`config.mk`:
```
export PLATFORM = sky130hd
export DESIGN_NAME = ff_excitation_gen
export DESIGN_NICKNAME = d
export VERILOG_FILES = /design/src/rtl/ff_exc_pkg.sv /design/src/rtl/ff_model_bank.sv /design/src/rtl/ff_excitation_gen.sv
export SDC_FILE = /design/constraint.sdc
export NUM_CORES = 1
export LEC_CHECK = 0
export CORE_MARGIN = 10
export CORE_UTILIZATION = 45
export DETAILED_ROUTE_END_ITERATION = 7
export PLACE_DENSITY = 0.84
export SLEW_MARGIN = 20
export SYNTH_ARGS = -nofsm -noshare
export SYNTH_HDL_FRONTEND = slang
export SYNTH_SLANG_ARGS = --single-unit
export TNS_END_PERCENT = 1
```
`constraint.sdc`:
```
create_clock -name CLK -period 2.23 [get_ports CLK]
set_clock_uncertainty 0.05 [all_clocks]
set_input_delay 0.446 -clock CLK [delete_from_list [all_inputs] [get_ports CLK]]
set_output_delay 0.446 -clock CLK [all_outputs]
set_load 0.01 [all_outputs]
```
`src/rtl/ff_exc_pkg.sv`:
```
// Shared excitation / next-state equations for the SR, JK and T flip-flop
// models, plus the common error-counter width and saturation value.
package ff_exc_pkg;

  localparam int unsigned CNT_W_DEF = 8;
  localparam logic [CNT_W_DEF-1:0] ERR_CNT_SAT = '1;

  typedef struct packed {
    logic s;
    logic r;
  } sr_exc_t;

  typedef struct packed {
    logic j;
    logic k;
  } jk_exc_t;

  // SR excitation: don't-cares resolved to 0, so S&R can never both be 1.
  function automatic sr_exc_t sr_exc(input logic q, input logic d);
    sr_exc_t e;
    e.s = d & ~q;
    e.r = ~d & q;
    return e;
  endfunction

  // JK excitation: don't-cares resolved to 0.
  function automatic jk_exc_t jk_exc(input logic q, input logic d);
    jk_exc_t e;
    e.j = d & ~q;
    e.k = ~d & q;
    return e;
  endfunction

  function automatic logic t_exc(input logic q, input logic d);
    return q ^ d;
  endfunction

  function automatic logic sr_next(input logic q, input logic s, input logic r);
    return s | (q & ~r);
  endfunction

  function automatic logic jk_next(input logic q, input logic j, input logic k);
    return (j & ~q) | (~k & q);
  endfunction

  function automatic logic t_next(input logic q, input logic t);
    return q ^ t;
  endfunction

endpackage

```
`src/rtl/ff_model_bank.sv`:
```
// SR / JK / T model registers driven by the generated excitations, the
// comparator against the requested word, sticky flags and error counter.
module ff_model_bank
  import ff_exc_pkg::*;
#(
  parameter int unsigned WIDTH = 4,
  parameter int unsigned CNT_W = CNT_W_DEF
) (
  input  logic             clk,
  input  logic             rst,
  input  logic             init_load,
  input  logic [WIDTH-1:0] init_val,
  input  logic             exc_valid,
  input  logic [WIDTH-1:0] s,
  input  logic [WIDTH-1:0] r,
  input  logic [WIDTH-1:0] j,
  input  logic [WIDTH-1:0] k,
  input  logic [WIDTH-1:0] t,
  input  logic [WIDTH-1:0] d_dly,
  output logic             chk_valid,
  output logic             chk_err,
  output logic             sr_illegal,
  output logic [CNT_W-1:0] err_cnt
);

  // Package value covers the default width; any other width saturates at all-ones.
  localparam logic [CNT_W-1:0] CNT_SAT =
    (CNT_W == CNT_W_DEF) ? CNT_W'(ERR_CNT_SAT) : '1;

  logic [WIDTH-1:0] sr_q, jk_q, t_q;
  logic [WIDTH-1:0] sr_n, jk_n, t_n;
  logic             mismatch;
  logic             chk_v;

  // Next model state from the registered excitations, and its comparison.
  // Comparing the next-state values against d_dly at the update edge gives
  // the same result as comparing the updated models one cycle later, without
  // a second copy of the requested word.
  always_comb begin
    sr_n = sr_q;
    jk_n = jk_q;
    t_n  = t_q;
    for (int unsigned i = 0; i < WIDTH; i++) begin
      sr_n[i] = sr_next(sr_q[i], s[i], r[i]);
      jk_n[i] = jk_next(jk_q[i], j[i], k[i]);
      t_n[i]  = t_next(t_q[i], t[i]);
    end
    mismatch = (sr_n != d_dly) || (jk_n != d_dly) || (t_n != d_dly);
  end

  // Model update, check pipeline, sticky flags and saturating error count.
  always_ff @(posedge clk) begin
    if (rst) begin
      sr_q       <= '0;
      jk_q       <= '0;
      t_q        <= '0;
      chk_v      <= 1'b0;
      chk_err    <= 1'b0;
      sr_illegal <= 1'b0;
      err_cnt    <= '0;
    end else if (init_load) begin
      sr_q  <= init_val;
      jk_q  <= init_val;
      t_q   <= init_val;
      chk_v <= 1'b0;
    end else begin
      chk_v <= exc_valid;
      if (exc_valid) begin
        sr_q <= sr_n;
        jk_q <= jk_n;
        t_q  <= t_n;
        if ((s & r) != '0) begin
          sr_illegal <= 1'b1;
        end
        if (mismatch) begin
          chk_err <= 1'b1;
          if (err_cnt != CNT_SAT) begin
            err_cnt <= err_cnt + 1'b1;
          end
        end
      end
    end
  end

  assign chk_valid = chk_v & ~rst;

endmodule

```
`src/rtl/ff_excitation_gen.sv`:
```
// Converts a stream of requested next-state words into registered SR, JK
// and T excitations, tracks the current state and checks the result in a
// bank of flip-flop models.
module ff_excitation_gen
  import ff_exc_pkg::*;
#(
  parameter int unsigned WIDTH = 4,
  parameter int unsigned CNT_W = CNT_W_DEF
) (
  input  logic             CLK,
  input  logic             RST,
  input  logic             INIT_LOAD,
  input  logic [WIDTH-1:0] INIT_VAL,
  input  logic             D_valid,
  input  logic [WIDTH-1:0] D_in,
  output logic [WIDTH-1:0] S,
  output logic [WIDTH-1:0] R,
  output logic [WIDTH-1:0] J,
  output logic [WIDTH-1:0] K,
  output logic [WIDTH-1:0] T,
  output logic             exc_valid,
  output logic [WIDTH-1:0] Q,
  output logic             chk_valid,
  output logic             chk_err,
  output logic             sr_illegal,
  output logic [CNT_W-1:0] err_cnt
);

  logic [WIDTH-1:0] s_c, r_c, j_c, k_c, t_c;
  logic [WIDTH-1:0] d_dly;
  logic             exc_v_q;
  logic             accept;
  sr_exc_t          sr_b;
  jk_exc_t          jk_b;

  assign accept = D_valid & ~INIT_LOAD;

  // Stage 0: per-bit excitations from tracked state and requested word.
  always_comb begin
    s_c  = '0;
    r_c  = '0;
    j_c  = '0;
    k_c  = '0;
    t_c  = '0;
    sr_b = '0;
    jk_b = '0;
    if (accept) begin
      for (int unsigned i = 0; i < WIDTH; i++) begin
        sr_b   = sr_exc(Q[i], D_in[i]);
        jk_b   = jk_exc(Q[i], D_in[i]);
        s_c[i] = sr_b.s;
        r_c[i] = sr_b.r;
        j_c[i] = jk_b.j;
        k_c[i] = jk_b.k;
        t_c[i] = t_exc(Q[i], D_in[i]);
      end
    end
  end

  // Excitation registers and state tracker; RST beats INIT_LOAD beats D_valid.
  always_ff @(posedge CLK) begin
    if (RST) begin
      S       <= '0;
      R       <= '0;
      J       <= '0;
      K       <= '0;
      T       <= '0;
      Q       <= '0;
      d_dly   <= '0;
      exc_v_q <= 1'b0;
    end else if (INIT_LOAD) begin
      S       <= '0;
      R       <= '0;
      J       <= '0;
      K       <= '0;
      T       <= '0;
      Q       <= INIT_VAL;
      exc_v_q <= 1'b0;
    end else begin
      S       <= s_c;
      R       <= r_c;
      J       <= j_c;
      K       <= k_c;
      T       <= t_c;
      exc_v_q <= D_valid;
      if (D_valid) begin
        Q     <= D_in;
        d_dly <= D_in;
      end
    end
  end

  // A word accepted just before reset must not show a valid pulse while
  // reset is asserted, so the registered valid is masked by RST.
  assign exc_valid = exc_v_q & ~RST;

  ff_model_bank #(
    .WIDTH (WIDTH),
    .CNT_W (CNT_W)
  ) u_bank (
    .clk        (CLK),
    .rst        (RST),
    .init_load  (INIT_LOAD),
    .init_val   (INIT_VAL),
    .exc_valid  (exc_valid),
    .s          (S),
    .r          (R),
    .j          (J),
    .k          (K),
    .t          (T),
    .d_dly      (d_dly),
    .chk_valid  (chk_valid),
    .chk_err    (chk_err),
    .sr_illegal (sr_illegal),
    .err_cnt    (err_cnt)
  );

endmodule

```
# After elaboration in Yosys (flattened, before gate mapping)
# Index checks and enable logic that the tools add are counted.
[totals]
word_cells = 96
inputBits = 12
regBits = 44
[op_classes]
n_eq_ne = 4
n_reduce_logical = 11
add_sub_neg = 1
n_bitwise = 59
muxes = 8
[op_table]
columns = ["operator", "count"]
rows = [
  ["$mux W4", 8],
  ["$and A1 B1 Y1", 23],
  ["$not A1 Y1", 19],
  ["$ne A4 B4 Y1", 3],
  ["$add A8 B1 Y8 const B", 1],
  ["$ne A8 B8 Y1 const B", 1],
  ["$or A1 B1 Y1", 8],
  ["$xor A1 B1 Y1", 8],
  ["$reduce_and A3 Y1", 2],
  ["$and A4 B4 Y4", 1],
  ["$reduce_and A4 Y1", 1],
  ["$reduce_bool A2 Y1", 2],
  ["$reduce_bool A4 Y1", 1],
  ["$reduce_or A3 Y1", 1],
  ["$logic_or A1 B1 Y1", 2],
  ["$reduce_and A2 Y1", 1],
  ["$reduce_or A2 Y1", 1],
]

# Depth between registers and ports, before layout
[depth]
ltp_word = 7
ltp_mapped = 7

# By module
# A second synthesis with hierarchy kept.
[hier_totals]
hier_cells = 247
hier_area_um2 = 2197.1
[modules_own_cells]
columns = ["module", "n_inst", "cells_per_inst", "area_per_inst_um2", "seq_area_each_um2"]
rows = [
  ["ff_model_bank", 1, 161, 1303.8, 460.4],
  ["ff_excitation_gen", 1, 86, 893.4, 420.4],
]

# Worst setup path before layout
# OpenSTA, ideal clock, no wires.
[synth_path]
path_kind = "register -> register"
from = "register K[1]"
to = "register u_bank.err_cnt[1]"
synth_period_minus_slack_ns = 2.245
path_slack_ns = -0.015
stages_incl_launch_ff = 7
arrival_time_ns = 2.072
n_path_buf = 0
required_ns = 2.057
cell_sequence = "dfxtp_1 -> o21ba_2 -> or4_1 -> a222oi_1 -> o211ai_2 -> nand3_1 -> mux2_1"
[synth_between]
elab_chain_cells = 7
[synth_rtl]
columns = ["item", "line_no", "text"]
rows = [
  ["from (decl)", "ff_excitation_gen.sv:19", "output logic [WIDTH-1:0] K,"],
  ["from (signal assigned)", "ff_excitation_gen.sv:83", "K <= k_c;"],
  ["$not A1 Y1 (*)", "-", ""],
  ["$and A1 B1 Y1, on equally long branches", "-", ""],
  ["$or A1 B1 Y1, on equally long branches", "-", ""],
  ["$ne A4 B4 Y1", "-", ""],
  ["$logic_or A1 B1 Y1 (*) (2 in series)", "ff_model_bank.sv:48", "mismatch = (sr_n != d_dly) || (jk_n != d_dly) || (t_n != d_dly);"],
  ["$reduce_and A4 Y1 (no line) (*)", "-", ""],
  ["to (signal assigned)", "ff_model_bank.sv:78", "err_cnt <= err_cnt + 1'b1;"],
  ["to (decl)", "ff_model_bank.sv:23", "output logic [CNT_W-1:0] err_cnt"],
]
# Mark *: on every way between the ends. The rest lies on a longest branch, timed or not.
# A chain may end at the register's enable or synchronous reset.

# Final worst setup path
[layout_path]
from = "register u_bank.t_q[1]"
to = "register u_bank.err_cnt[3]"
[layout_between]
elab_chain_cells = 4
[layout_rtl]
columns = ["item", "line_no", "text"]
rows = [
  ["from (decl)", "ff_model_bank.sv:30", "logic [WIDTH-1:0] sr_q, jk_q, t_q;"],
  ["from (signal assigned)", "ff_model_bank.sv:64", "t_q <= init_val;"],
  ["from (signal assigned)", "ff_model_bank.sv:71", "t_q <= t_n;"],
  ["$xor A1 B1 Y1", "ff_exc_pkg.sv:47", "return q ^ t;"],
  ["$ne A4 B4 Y1", "ff_model_bank.sv:48", ""],
  ["$logic_or A1 B1 Y1", "ff_model_bank.sv:48", ""],
  ["$reduce_and A4 Y1 (no line)", "-", ""],
]
# No other way between the ends.

==> flow_summary.json <==
{
  "outcome": "finished with violations",
  "violated_checks": "negative setup slack",
  "pin_count_of_the_biggest_net_entering_global_routing": 22,
  "critPathCaptureType": "flip-flop",
  "multiInputGateArea_sq_um": 1080,
  "num_antenna_cells": 0,
  "power.ir.vdd_worst_v": 0.000416,
  "detailed_place.area_sq_um": 2700,
  "synth.yosys.seq_area_share": 0.416,
  "global_route_total_overflow": 0,
  "synth_cell_type_count": 44,
  "sequential_cell_area_sq_um": 883,
  "yosysTopAreaCell": "sky130_fd_sc_hd__dfxtp_1",
  "grt_antenna_before_repair": 0,
  "critPathMaxFanout": 7,
  "postCtsSetupBuffers": 0,
  "clkSlewWorstSetupHoldPaths_ps": 90,
  "initialDrtViolationCount": 120,
  "reg2regPathDepth": 7,
  "route.vias.total": 1884,
  "critPathLaunchType": "flip-flop",
  "post-route-cell-area_sq_um": 2840,
  "number_of_global_route_vias_before_repair": 1812,
  "synth_top_area_share": 0.416,
  "routed_via_count_divided_by_cell_count": 5.41,
  "maxCapViolations": 0,
  "worst-path-stages": 7,
  "synth_area_sq_um": 2120,
  "timing.slew.headroom": 0.731,
  "routed_wire_length_microns": 5250,
  "ant_nets": 0,
  "postSynthCellCount": 238,
  "floorplan.die.width_microns": 88.6,
  "cts_buffer_depth": 2,
  "root_buffer": "sky130_fd_sc_hd__clkbuf_8",
  "area_growth_pct": 34.1,
  "floorplan.core_area_sq_um": 4440,
  "cp_cell_sequence": "xor2_1 -> or4_1 -> a222oi_1 -> o211ai_2 -> buf_6 -> a211o_2 -> o31ai_1",
  "power.density_cell_area_nw_per_um2": 609,
  "cts_hold_buf": 0,
  "cp_data_arrival_time_ps": 2410,
  "critPathBufInv": 1,
  "hold_class": "flip-flop to flip-flop",
  "die-area_sq_um": 7840,
  "required_time_at_the_worst_slack_endpoint_ps": 2400,
  "die_y_microns": 88.6,
  "power.static_leakage_nw": 1.24,
  "period_needed_ps": 2250,
  "period_share": 1.01,
  "timing.critical_path.slowest_stage_cell": "sky130_fd_sc_hd__or4_1",
  "fill_cells": 392,
  "h_tree_levels": 2,
  "drt_first_pass_iters": 4,
  "worstSkewPairLatency_ps": 300,
  "groute.usage.overall": 0.139,
  "place_congestion": 0.851,
  "start_util": 0.476,
  "synth.yosys.warnings": 0,
  "rsz0062_at_grt": "true",
  "type_of_the_worst_setup_path": "flip-flop to flip-flop",
  "synth.area.top_cells": "sky130_fd_sc_hd__dfxtp_1, sky130_fd_sc_hd__ha_1, sky130_fd_sc_hd__nor2_1",
  "worst_hold_path.num_cells": 2,
  "synth-main-ff-cell": "sky130_fd_sc_hd__dfxtp_1",
  "synth_seq_cells": 44,
  "synth_edf_count": 0,
  "drc": 0,
  "setup-violations-final": 1,
  "io_buffers": 47,
  "ys_async_sr_fraction": 0,
  "dp.final_hpwl_microns": 3900,
  "fmax_mhz": 445,
  "finalWorstSetupSlack_ps": -15.1,
  "tritoncts": "done",
  "design.portCount": 48,
  "cpLargestDelayFamily": "compound AO/OA/AOI/OAI gates",
  "postLayoutCoreUtil": 0.639,
  "cpPeakStageDelay_ps": 480,
  "clkSinkCount": 44,
  "total_number_of_placement_rows": 24,
  "grt_pass1_wl_microns": 8700,
  "postSynthNetCount": 259,
  "timing.final.max_slew_violations": 0,
  "wire_per_inst_microns": 15.1,
  "fin_nets": 316,
  "synth.avg_cell_area_sq_um": 8.89,
  "post_route_cells_drive_above_1_share": 0.125,
  "numCtsBuffers": 5,
  "final_count_of_hold_timing_violations": 0,
  "worst_pin_slew_ps": 404
}
metrics by stage:
stage	setup TNS (ps)	power, W	hold WS, ps	instances	setup WS (ps)
floorplan	0	0.000981	418	238	29.0
global placement	-101	0.00107	411	340	-101
detailed placement	-161	0.00108	415	340	-112
CTS	-2.56	0.00173	438	348	-2.56
global route	-749	0.00179	459	348	-126
finish	-15.1	0.00173	440	348	-15.1
worst reg2reg max path, stage by stage, from the launching register on:
cell,delay (ps)
sky130_fd_sc_hd__dfxtp_2,320
sky130_fd_sc_hd__xor2_1,160
sky130_fd_sc_hd__or4_1,480
sky130_fd_sc_hd__a222oi_1,430
sky130_fd_sc_hd__o211ai_2,200
sky130_fd_sc_hd__buf_6,180
sky130_fd_sc_hd__a211o_2,280
sky130_fd_sc_hd__o31ai_1,60
where the power goes:
| group | switching [W] | internal [W] | total [W] |
|---|---|---|---|
| sequential | 0.0000286 | 0.000817 | 0.000846 |
| clock | 0.000265 | 0.000395 | 0.000660 |
| combinational | 0.000104 | 0.000117 | 0.000221 |
cell type report:
cell class,count,share of cell area
Tap cell,52,0.0229
Multi-Input combinational cell,163,0.382
Timing Repair Buffer,67,0.221
Clock inverter,1,0.0106
Clock buffer,7,0.0340
Inverter,14,0.0185
Sequential cell,44,0.311
cell usage after synthesis, drive strengths merged, types with 4 or more instances:
cell / n
nor2b: 10
and2: 10
xor2: 4
and3: 4
mux2i: 8
dfxtp: 44
clkbuf: 8
nand2b: 5
nor2: 29
a21oi: 14
o21a: 5
inv: 14
nand4: 4
buf: 9
xnor2: 4
a221oi: 4
ha: 9
nand2: 14
per-layer routing:
layer / up-vias / wire length (microns) / part of all wire / track usage
met3: 12 / 356 / 0.068 / 0.0368
met1: 874 / 2180 / 0.41 / 0.159
li1: 934 / - / - / -
met5: - / 0 / 0 / 0
met4: 0 / 78 / 0.015 / 0.0514
met2: 64 / 2640 / 0.50 / 0.242
kinds of logic after synthesis:
| group | share of synthesized area |
|---|---|
| buffers and inverters | 0.0727 |
| and+or+nand+nor | 0.211 |
| muxes | 0.0432 |
| adders and majority gates | 0.0532 |
| AOI/OAI and AO/OA | 0.171 |
| DFF | 0.416 |
| xor gates and xnor gates | 0.0331 |
path summary, 6_finish.rpt:
kind                  start                 to  slack, ps
min          u_bank.chk_err     u_bank.chk_err        440
max reg2reg   u_bank.t_q[1]  u_bank.err_cnt[3]        -20
min reg2reg  u_bank.chk_err     u_bank.chk_err        440
max           u_bank.t_q[1]  u_bank.err_cnt[3]        -20
timing repair:
action	CTS	global route
setup endpoints to repair	2	10
resized for setup	2	2
pin swaps	2	0
hold endpoints to repair	0	0
state kept, by name, summed over array words and instances, names as in the netlist:
signal and cells:
u_bank.err_cnt 8, J 4, K 4, Q 4
T 4, d_dly 4, u_bank.jk_q 4, u_bank.sr_q 4
u_bank.t_q 4, exc_v_q 1, u_bank.chk_err 1, u_bank.chk_v 1
u_bank.sr_illegal 1
placed cells by master, fill, tap and decap left out, types with 2 or more instances in the layout:
master and count:
sky130_fd_sc_hd__inv_1 14, sky130_fd_sc_hd__a221oi_1 4, sky130_fd_sc_hd__nand2b_1 5, sky130_fd_sc_hd__or4_1 2, sky130_fd_sc_hd__o21ai_0 3, sky130_fd_sc_hd__a22oi_1 3, sky130_fd_sc_hd__clkdlybuf4s50_1 46, sky130_fd_sc_hd__xor2_1 4
sky130_fd_sc_hd__a21o_1 3, sky130_fd_sc_hd__and4_1 2, sky130_fd_sc_hd__dfxtp_2 2, sky130_fd_sc_hd__dfxtp_1 42, sky130_fd_sc_hd__buf_4 19, sky130_fd_sc_hd__and3_1 4, sky130_fd_sc_hd__a21oi_1 14, sky130_fd_sc_hd__a311oi_1 2
sky130_fd_sc_hd__mux2i_1 8, sky130_fd_sc_hd__o21a_1 5, sky130_fd_sc_hd__nand3_1 3, sky130_fd_sc_hd__and2_1 9, sky130_fd_sc_hd__nand2_1 14, sky130_fd_sc_hd__nor2b_1 9, sky130_fd_sc_hd__ha_1 9, sky130_fd_sc_hd__clkbuf_8 7
sky130_fd_sc_hd__a211oi_1 3, sky130_fd_sc_hd__a31oi_1 3, sky130_fd_sc_hd__nor2_1 29, sky130_fd_sc_hd__xnor2_1 4, sky130_fd_sc_hd__nand4_1 4
(Power assumes the default switching activity.)
